<file path="src/rtl/control_sequencer.sv">
// rtl/control_sequencer.sv - Moore instruction sequencer for the datapath (fetch, decode, ALU and halt).
// Optional multiply/divide sequencing is enabled by defining MULDIV_EN.
module control_sequencer (
    input  logic        clk,
    input  logic        clr,
    input  logic [31:0] IR_Data,
    input  logic        mem_ready,
    input  logic        Stop,
    output logic        Run,
    output logic        PC_out,
    output logic        PC_in,
    output logic        IncPC,
    output logic        MAR_in,
    output logic        MDR_in,
    output logic        MDR_out,
    output logic        Read,
    output logic        IR_in,
    output logic        Y_in,
    output logic        Z_in,
    output logic        Zlow_out,
    output logic        Zhigh_out,
    output logic        LO_in,
    output logic        HI_in,
    output logic [15:0] R_out,
    output logic [15:0] R_in,
    output logic [4:0]  alu_instruction,
    output logic [3:0]  state_dbg
);
    localparam logic [3:0] S_IDLE = 4'd0;
    localparam logic [3:0] S_T0   = 4'd1;
    localparam logic [3:0] S_T1   = 4'd2;
    localparam logic [3:0] S_T2   = 4'd3;
    localparam logic [3:0] S_T3   = 4'd4;
    localparam logic [3:0] S_T4   = 4'd5;
    localparam logic [3:0] S_T5   = 4'd6;
    localparam logic [3:0] S_T6   = 4'd7;
    localparam logic [3:0] S_HALT = 4'd8;

    localparam logic [4:0] OP_HALT = 5'b11011;

    logic [3:0] state_q, state_d;
    logic       armed_q;
    logic       t1_wait_q;

    logic [4:0] op;
    logic [3:0] ra, rb, rc;
    logic       is_alu, is_muldiv, is_halt;
    logic [3:0] boundary;
    logic       unused_ir;

    assign op        = IR_Data[31:27];
    assign ra        = IR_Data[26:23];
    assign rb        = IR_Data[22:19];
    assign rc        = IR_Data[18:15];
    assign unused_ir = ^IR_Data[14:0];

    assign is_alu  = (op >= 5'd3) && (op <= 5'd13);
    assign is_halt = (op == OP_HALT);
`ifdef MULDIV_EN
    assign is_muldiv = (op == 5'd14) || (op == 5'd15);
`else
    assign is_muldiv = 1'b0;
`endif

    // Every instruction end funnels through here so Stop only acts at a boundary.
    assign boundary = Stop ? S_IDLE : S_T0;

    function automatic logic [15:0] reg_sel(input logic [3:0] idx);
        return 16'b1 << idx;
    endfunction

    always_comb begin
        state_d = state_q;
        case (state_q)
            S_IDLE:  state_d = (armed_q && !Stop) ? S_T0 : S_IDLE;
            S_T0:    state_d = S_T1;
            S_T1:    state_d = mem_ready ? S_T2 : S_T1;
            S_T2:    state_d = is_halt ? S_HALT : ((is_alu || is_muldiv) ? S_T3 : boundary);
            S_T3:    state_d = S_T4;
            S_T4:    state_d = S_T5;
            S_T5:    state_d = is_muldiv ? S_T6 : boundary;
            S_T6:    state_d = boundary;
            S_HALT:  state_d = S_HALT;
            default: state_d = S_IDLE;
        endcase
    end

    // armed_q keeps the first edge after reset release in IDLE.
    always_ff @(posedge clk or negedge clr) begin
        if (!clr) begin
            state_q   <= S_IDLE;
            armed_q   <= 1'b0;
            t1_wait_q <= 1'b0;
        end else begin
            state_q   <= state_d;
            armed_q   <= 1'b1;
            t1_wait_q <= (state_q == S_T1) && (state_d == S_T1);
        end
    end

    always_comb begin
        Run             = 1'b0;
        PC_out          = 1'b0;
        PC_in           = 1'b0;
        IncPC           = 1'b0;
        MAR_in          = 1'b0;
        MDR_in          = 1'b0;
        MDR_out         = 1'b0;
        Read            = 1'b0;
        IR_in           = 1'b0;
        Y_in            = 1'b0;
        Z_in            = 1'b0;
        Zlow_out        = 1'b0;
        Zhigh_out       = 1'b0;
        LO_in           = 1'b0;
        HI_in           = 1'b0;
        R_out           = 16'h0;
        R_in            = 16'h0;
        alu_instruction = 5'h0;
        // Gating on clr forces everything low the moment reset asserts.
        if (clr) begin
            Run = (state_q != S_HALT);
            case (state_q)
                S_T0: begin
                    PC_out = 1'b1;
                    MAR_in = 1'b1;
                    IncPC  = 1'b1;
                    Z_in   = 1'b1;
                end
                S_T1: begin
                    Zlow_out = 1'b1;
                    PC_in    = !t1_wait_q;
                    Read     = 1'b1;
                    MDR_in   = 1'b1;
                end
                S_T2: begin
                    MDR_out = 1'b1;
                    IR_in   = 1'b1;
                end
                S_T3: begin
                    Y_in  = 1'b1;
                    R_out = is_muldiv ? reg_sel(ra) : reg_sel(rb);
                end
                S_T4: begin
                    Z_in            = 1'b1;
                    R_out           = is_muldiv ? reg_sel(rb) : reg_sel(rc);
                    alu_instruction = op;
                end
                S_T5: begin
                    Zlow_out = 1'b1;
`ifdef MULDIV_EN
                    if (is_muldiv) LO_in = 1'b1;
                    else R_in = reg_sel(ra);
`else
                    R_in = reg_sel(ra);
`endif
                end
                S_T6: begin
`ifdef MULDIV_EN
                    Zhigh_out = 1'b1;
                    HI_in     = 1'b1;
`endif
                end
                default: ;
            endcase
        end
    end

    assign state_dbg = state_q;
endmodule

</file>
<file path="config.mk">
export PLATFORM = sky130hd
export DESIGN_NAME = control_sequencer
export DESIGN_NICKNAME = d
export VERILOG_FILES = /design/src/rtl/control_sequencer.sv
export SDC_FILE = /design/constraint.sdc
export NUM_CORES = 1
export LEC_CHECK = 0
export CAP_MARGIN = 20
export CELL_PAD_IN_SITES_DETAIL_PLACEMENT = 1
export CELL_PAD_IN_SITES_GLOBAL_PLACEMENT = 2
export CORE_UTILIZATION = 15
export DETAILED_ROUTE_END_ITERATION = 8
export PLACE_DENSITY = 0.91
export SYNTH_ARGS = -nofsm -noshare
export SYNTH_HDL_FRONTEND = slang
export SYNTH_SLANG_ARGS = --single-unit
</file>
<file path="constraint.sdc">
create_clock -name clk -period 2.3 [get_ports clk]
set_clock_uncertainty 0.2 [all_clocks]
set_input_delay 0.46 -clock clk [delete_from_list [all_inputs] [get_ports clk]]
set_output_delay 0.46 -clock clk [all_outputs]
set_load 0.05 [all_outputs]
</file>
==> key figures, run 1 <==
Synth
  • Mapped Cells: 165
  • Ys async rst share: 100%
  • Predominant post-synthesis flop cell: dfrtp_1
  • Synth Register Bits: 6
  • Post-synth top cells: nand3_1, a21oi_1, nand4_1, nor2_1, nor2b_1
  • Mapped Avg Cell Area: 6.61 µm²
  • YS warnings: 0
  • Synth cell types: 38
  • Synth Area in Adders: 0%
  • Cell with the most instances after synthesis: nand3_1
  • Post-synthesis mux area share: 1.95%
  • Post-Synth Simple-Gate Area: 60.6%
  • Synth top area cells: dfrtp_1, nand3_1, nand4_1
  • Share of the synthesized area in the top cell type: 13.8%
  • Main combinational cell family by area after synthesis: simple AND/OR/NAND/NOR gates
  • Xor and xnor area share after synthesis: 0%
  • EDFF count, synth: 0
  • Synth area leader: dfrtp_1
  • Post-synthesis compound-gate area fraction: 12.4%
  • Post-synthesis cell area: 0.00109 mm²
  • Sequential fraction of the synthesis area: 13.8%

Critical path
  • CP Launch Type: flip-flop
  • Data required, critical path: 1.64 ns
  • Worst R2R Path Depth: 5
  • Reg2reg start: state_dbg[3]
  • Flop-to-flop setup slack: 0.29 ns
  • Setup crit end kind: output pin
  • Reg2reg end: state_dbg[0]
  • Max FO, Critical Path: 8
  • Critical path data arrival time: 1.90 ns
  • Kind of critical path: reg -> out

Placed design
  • GP Congestion: 0.778
  • Cell total after placement: 350
  • Area after DPL: 0.00296 mm²
  • Number of port buffers: 73
  • Pre-CTS WS: -0.509 ns
  • DP Wirelength: 4480 µm

Timing
  • Final Slew Violations: 0
  • TNS Setup: -5.63 ns
  • Min Tclk post-route: 2.56 ns
  • Unrepaired setup endpoints after global routing: yes
  • Final setup fails: 34
  • Final hold violation count: 0
  • Worst Slack Setup Final: -0.261 ns
  • Period utilization: 111%
  • Max Clk Rate: 390 MHz
  • Hold_ws: 0.110 ns

Drt
  • TritonRoute pass-1 iters: 4
  • Antenna Violating Nets Remaining: 0
  • DR vias/cell: 4.70
  • Vias: 1731
  • Routed length per placed instance: 17.1 µm
  • Final WL: 6290 µm
  • Iter 0 DRT Violations: 58
  • DRC violations left: 0

Floorplanning
  • # IOs: 92
  • FP Rows: 30
  • Die area: 0.00762 mm²
  • Initial Util: 15.8%
  • Die width: 87.3 µm
  • Core box area: 0.00691 mm²
  • Die Y: 87.3 µm

Pwr
  • Peak VDD IR: 0.576 mV
  • Leak: 1.26 nW
  • Total power draw: 1.72 mW
  • PD cells: 503 mW/mm²

Hold path
  • Hold WC Path Type: in -> async

Finish
  • Final nets: 310
  • Synthesis-to-finish area growth: 213%
  • Fin cells: 368
  • Diodes inserted: 0
  • Final Util: 49.5%
  • Finished Cell Area: 0.00342 mm²
  • Share of cells above drive strength 1: 65.4%

Global routing
  • Largest net degree at the start of global routing: 18
  • First-pass GRT wire length: 9540 µm
  • GR Util All Layers: 15.8%
  • Vias in the first global route: 1793
  • Grt total ovfl: 0
  • Initial antenna violation count: 0

CTS
  • Cts bufs inserted: 3
  • Clock transition at the registers of the reported paths: 0.04 ns
  • # hold bufs at CTS: 0
  • H-tree Lvls: 1
  • TritonCTS clock tree: built
  • CTS root buf: clkbuf_8
  • Clk buf depth: 2
  • Worst skew pair latency: 0.22 ns
  • Num Clock Sinks: 6

Run status
  • Failing checks: setup timing
  • Status: finished, violations left

Job
  • Max-cap violations: 0
layout make-up:
type	instances	area, µm²
Tap cell	96	120
Clock buffer	3	41.3
Timing Repair Buffer	120	1690
Multi-Input combinational cell	140	1400
Inverter	3	15.0
Sequential cell	6	155
Fill cell	742	3490
placed cells by master, fill, tap and decap left out, types with 2 or more instances in the layout:
cell,count
a21oi_4,15
and2_4,5
and3_1,3
and3_4,2
buf_12,53
buf_4,36
buf_6,8
clkbuf_8,3
clkdlybuf4s50_1,8
conb_1,4
dfrtp_1,2
dfrtp_2,4
dlygate4sd2_1,10
dlymetal6s2s_1,2
inv_1,2
nand2_1,3
nand2b_1,2
nand2b_4,2
nand3_1,11
nand3_2,5
nand3_4,2
nand4_1,14
nor2_1,10
nor2_4,3
nor2b_1,6
nor2b_2,2
nor2b_4,4
nor3_1,2
nor3_4,12
nor3b_1,2
nor4_4,4
o21ai_0,2
sequential cells by signal (all words and copies together) (netlist names):
register and cells:
armed_q 1, t1_wait_q 1, state_dbg 4
kinds of logic after synthesis:
group / after synthesis
simple gates: 110
other cells: 2
buf+inv: 22
flops: 6
mux: 2
compound gates: 23
power by group:
group	total, mW	internal (mW)	switching, mW
Combinational	1.38	0.567	0.810
Sequential	0.177	0.141	0.0356
Clock	0.164	0.113	0.0507
Total	1.72	0.821	0.896
how the worst max path moves through the flow:
| stage | startpoint | end | slack, ns | cells after the start |
|---|---|---|---|---|
| after floorplan | state_dbg[2] | R_in[0] | -0.37 | 5 |
| after global placement | clr | R_in[9] | -0.50 | 6 |
| after CTS | state_dbg[3] | R_in[1] | -0.28 | 5 |
| after global routing | state_dbg[3] | R_in[4] | -0.32 | 7 |
| final | state_dbg[3] | R_out[14] | -0.26 | 6 |
| after detailed placement | clr | R_in[9] | -0.51 | 6 |
critical path, cell delays in order (launching register included):
cell	delay, ns
dfrtp_2	0.41
buf_6	0.13
buf_4	0.15
and4bb_4	0.41
nand4_1	0.19
a21oi_4	0.23
buf_12	0.15
routing by layer:
layer / global-route usage, % / routed length (µm)
met1: 19.8 / 2600
met2: 30.3 / 3480
met3: 0.569 / 149
met4: 2.53 / 66
met5: 0 / 0
timing repair:
item / in CTS / in global routing
pin swaps: 20 / 13
endpoints found under the setup margin: 47 / 48
resized for setup: 51 / 18
setup buffers: 9 / 8
gates cloned: 2 / 1
Note: power is estimated with default switching activity, not from simulation.
==> run 2: changes to the inputs <==
Settings changed: SETUP_SLACK_MARGIN set to 0.05, SLEW_MARGIN set to 20.
==> key figures, run 2 (synthesis gave the netlist of run 1 again) <==
Run status
  • Status: finished, violations left
  • Failing checks: setup timing

Finish
  • Max reg flops: 4 (unchanged)
  • Commonest non-fill, non-tap cell in the layout: buf_12
  • Synthesis-to-finish area growth: 218%
  • Fin cells: 370 (+0.54%)
  • Final nets: 312 (+0.65%)
  • Most frequent cells in the layout: buf_12, buf_4, a21oi_4
  • Final Util: 50.2% (+0.71 points)
  • Finished Cell Area: 0.00346 mm² (+1.4%)
  • Share of cells above drive strength 1: 67.5% (+2.1 points)
  • Diodes inserted: 0 (unchanged)
  • FILL cells: 736 (-0.81%)

Critical path
  • Kind of critical path: reg -> out
  • CP peak stage delay: 0.42 ns (about the same)
  • Max FO, Critical Path: 8 (unchanged)
  • Critical path data arrival time: 1.88 ns (-0.02 ns)
  • Flop-to-flop setup slack: 0.36 ns (+0.07 ns)
  • Setup crit end kind: output pin
  • CP Launch Type: flip-flop
  • Crit-path cells: buf_8 -> buf_4 -> and4bb_4 -> nand4_1 -> a21oi_4 -> buf_12
  • Slowest CP cell: dfrtp_2
  • Data required, critical path: 1.64 ns (about the same)

Floorplanning
  • Initial Util: 15.8% (unchanged)
  • Die width: 87.3 µm (unchanged)
  • Core box area: 0.00691 mm² (unchanged)
  • FP Rows: 30 (unchanged)
  • Die Y: 87.3 µm (unchanged)
  • # IOs: 92 (unchanged)
  • Die area: 0.00762 mm² (unchanged)

Placed design
  • DP Wirelength: 4510 µm (+0.73%)
  • GP Congestion: 0.816 (+5.0%)
  • Pre-CTS WS: -0.524 ns (-0.0150 ns)
  • Cell total after placement: 349 (-0.29%)
  • Number of port buffers: 73 (unchanged)
  • Area after DPL: 0.00295 mm² (-0.17%)

Timing
  • Final hold violation count: 0 (unchanged)
  • Final Slew Violations: 0 (unchanged)
  • Worst Slack Setup Final: -0.242 ns (+0.0199 ns)
  • Unrepaired setup endpoints after global routing: yes
  • Max Clk Rate: 393 MHz (+0.78%)
  • Period utilization: 111% (-0.87 points)
  • Final setup fails: 33 (-2.9%)
  • Min Tclk post-route: 2.54 ns (-0.0199 ns)
  • TNS Setup: -5.20 ns (+0.436 ns)

Global routing
  • Initial antenna violation count: 0 (unchanged)
  • Largest net degree at the start of global routing: 19 (+1)
  • GR Util All Layers: 15.5% (-0.31 points)
  • Grt total ovfl: 0 (unchanged)
  • First-pass GRT wire length: 9220 µm (-3.4%)
  • Vias in the first global route: 1748 (-2.5%)

Drt
  • Iter 0 DRT Violations: 54 (-6.9%)
  • Vias: 1732 (+0.058%)
  • DRC violations left: 0 (unchanged)
  • Met3 wire length: 166 µm (+11%)
  • Routed length per placed instance: 17.4 µm (+1.9%)
  • Metal-1 WL: 2420 µm (-6.7%)
  • Met2 Wirelength: 3730 µm (+7.3%)
  • TritonRoute pass-1 iters: 4 (unchanged)
  • Antenna Violating Nets Remaining: 0 (unchanged)
  • DR vias/cell: 4.68 (-0.48%)
  • Final WL: 6440 µm (+2.5%)
  • Max layer used: met4

Job
  • Max-cap violations: 0 (unchanged)

Pwr
  • Sw Pwr: 0.934 mW (+4.2%)
  • Switching Fraction: 51.1% (-1.1 points)
  • Leak: 1.25 nW (-0.61%)
  • PD cells: 528 mW/mm² (+5.0%)
  • Sequential share of power: 9.6% (-0.7 points)
  • Comb pwr share: 81.4% (+1.2 points)
  • Clk pwr share: 9.0% (-0.5 points)
  • Pint: 0.894 mW (+9.0%)
  • Peak VDD IR: 0.550 mV (-4.5%)

CTS
  • H-tree Lvls: 1 (unchanged)
  • Clock transition at the registers of the reported paths: 0.03 ns (about the same)
  • Worst skew pair latency: 0.23 ns (about the same)
  • Clk buf depth: 2 (unchanged)
  • TritonCTS clock tree: built
  • Cts bufs inserted: 3 (unchanged)
  • Num Clock Sinks: 6 (unchanged)
  • # hold bufs at CTS: 0 (unchanged)
  • CTS root buf: clkbuf_8

Hold path
  • Hold WC Path Type: in -> async
-- run 2: worst paths after layout --
| check | startpoint | to | cells past startpoint |
|---|---|---|---|
| max reg2reg | state_dbg[3] | state_dbg[0] | 5 |
| min | clr | armed_q | 3 |
| min reg2reg | armed_q | state_dbg[0] | 3 |
| max | state_dbg[3] | R_out[3] | 6 |
| max in group asynchronous | clr | state_dbg[0] | 3 |
| min in group clk | armed_q | state_dbg[0] | 3 |
-- run 2: metrics by stage --
stage          hold slack [ns]  total power, mW
3_5_place_dp             0.443             1.37
3_3_place_gp             0.397             1.34
4_1_cts                  0.109             1.74
2_1_floorplan          -0.0356            0.930
6_report                0.0642             1.83
5_1_grt                 0.0701             1.92
-- run 2: power by group through the flow --
| stage | clock, mW | sequential [mW] | combinational, mW |
|---|---|---|---|
| finish | 0.164 | 0.175 | 1.49 |
| global route | 0.177 | 0.178 | 1.56 |
| CTS | 0.162 | 0.171 | 1.41 |
| detailed placement | 0 | 0.167 | 1.20 |
| global placement | 0 | 0.162 | 1.18 |
| floorplan | 0 | 0.257 | 0.674 |
-- run 2: critical path: cells and delay by family, from the launching register on --
kind | cells | cell delay (ns)
buf+inv | 3 | 0.43
simple gates | 2 | 0.57
compound gates | 1 | 0.23
flops | 1 | 0.42
-- run 2: area by class of cell --
type	count	area, µm²	area share [%]
inverter	3	15.0	0.433
clock buffer	3	41.3	1.19
tap	96	120	3.47
multi-input combinational	140	1460	42.2
sequential	6	155	4.48
timing repair buffer	122	1670	48.2
-- run 2: metal layers --
layer / global-route usage (%) / vias to the layer above
li1: - / 830
met3: 1.52 / 10
met1: 18.5 / 851
met4: 1.79 / 0
met2: 30.5 / 41
met5: 0 / -
-- run 2: what timing repair did --
action / in CTS / in global routing
pin swaps: 15 / 22
buffers inserted: 7 / 10
endpoints found under the setup margin: 49 / 42
cloned: 1 / 0
gates resized for setup: 50 / 34
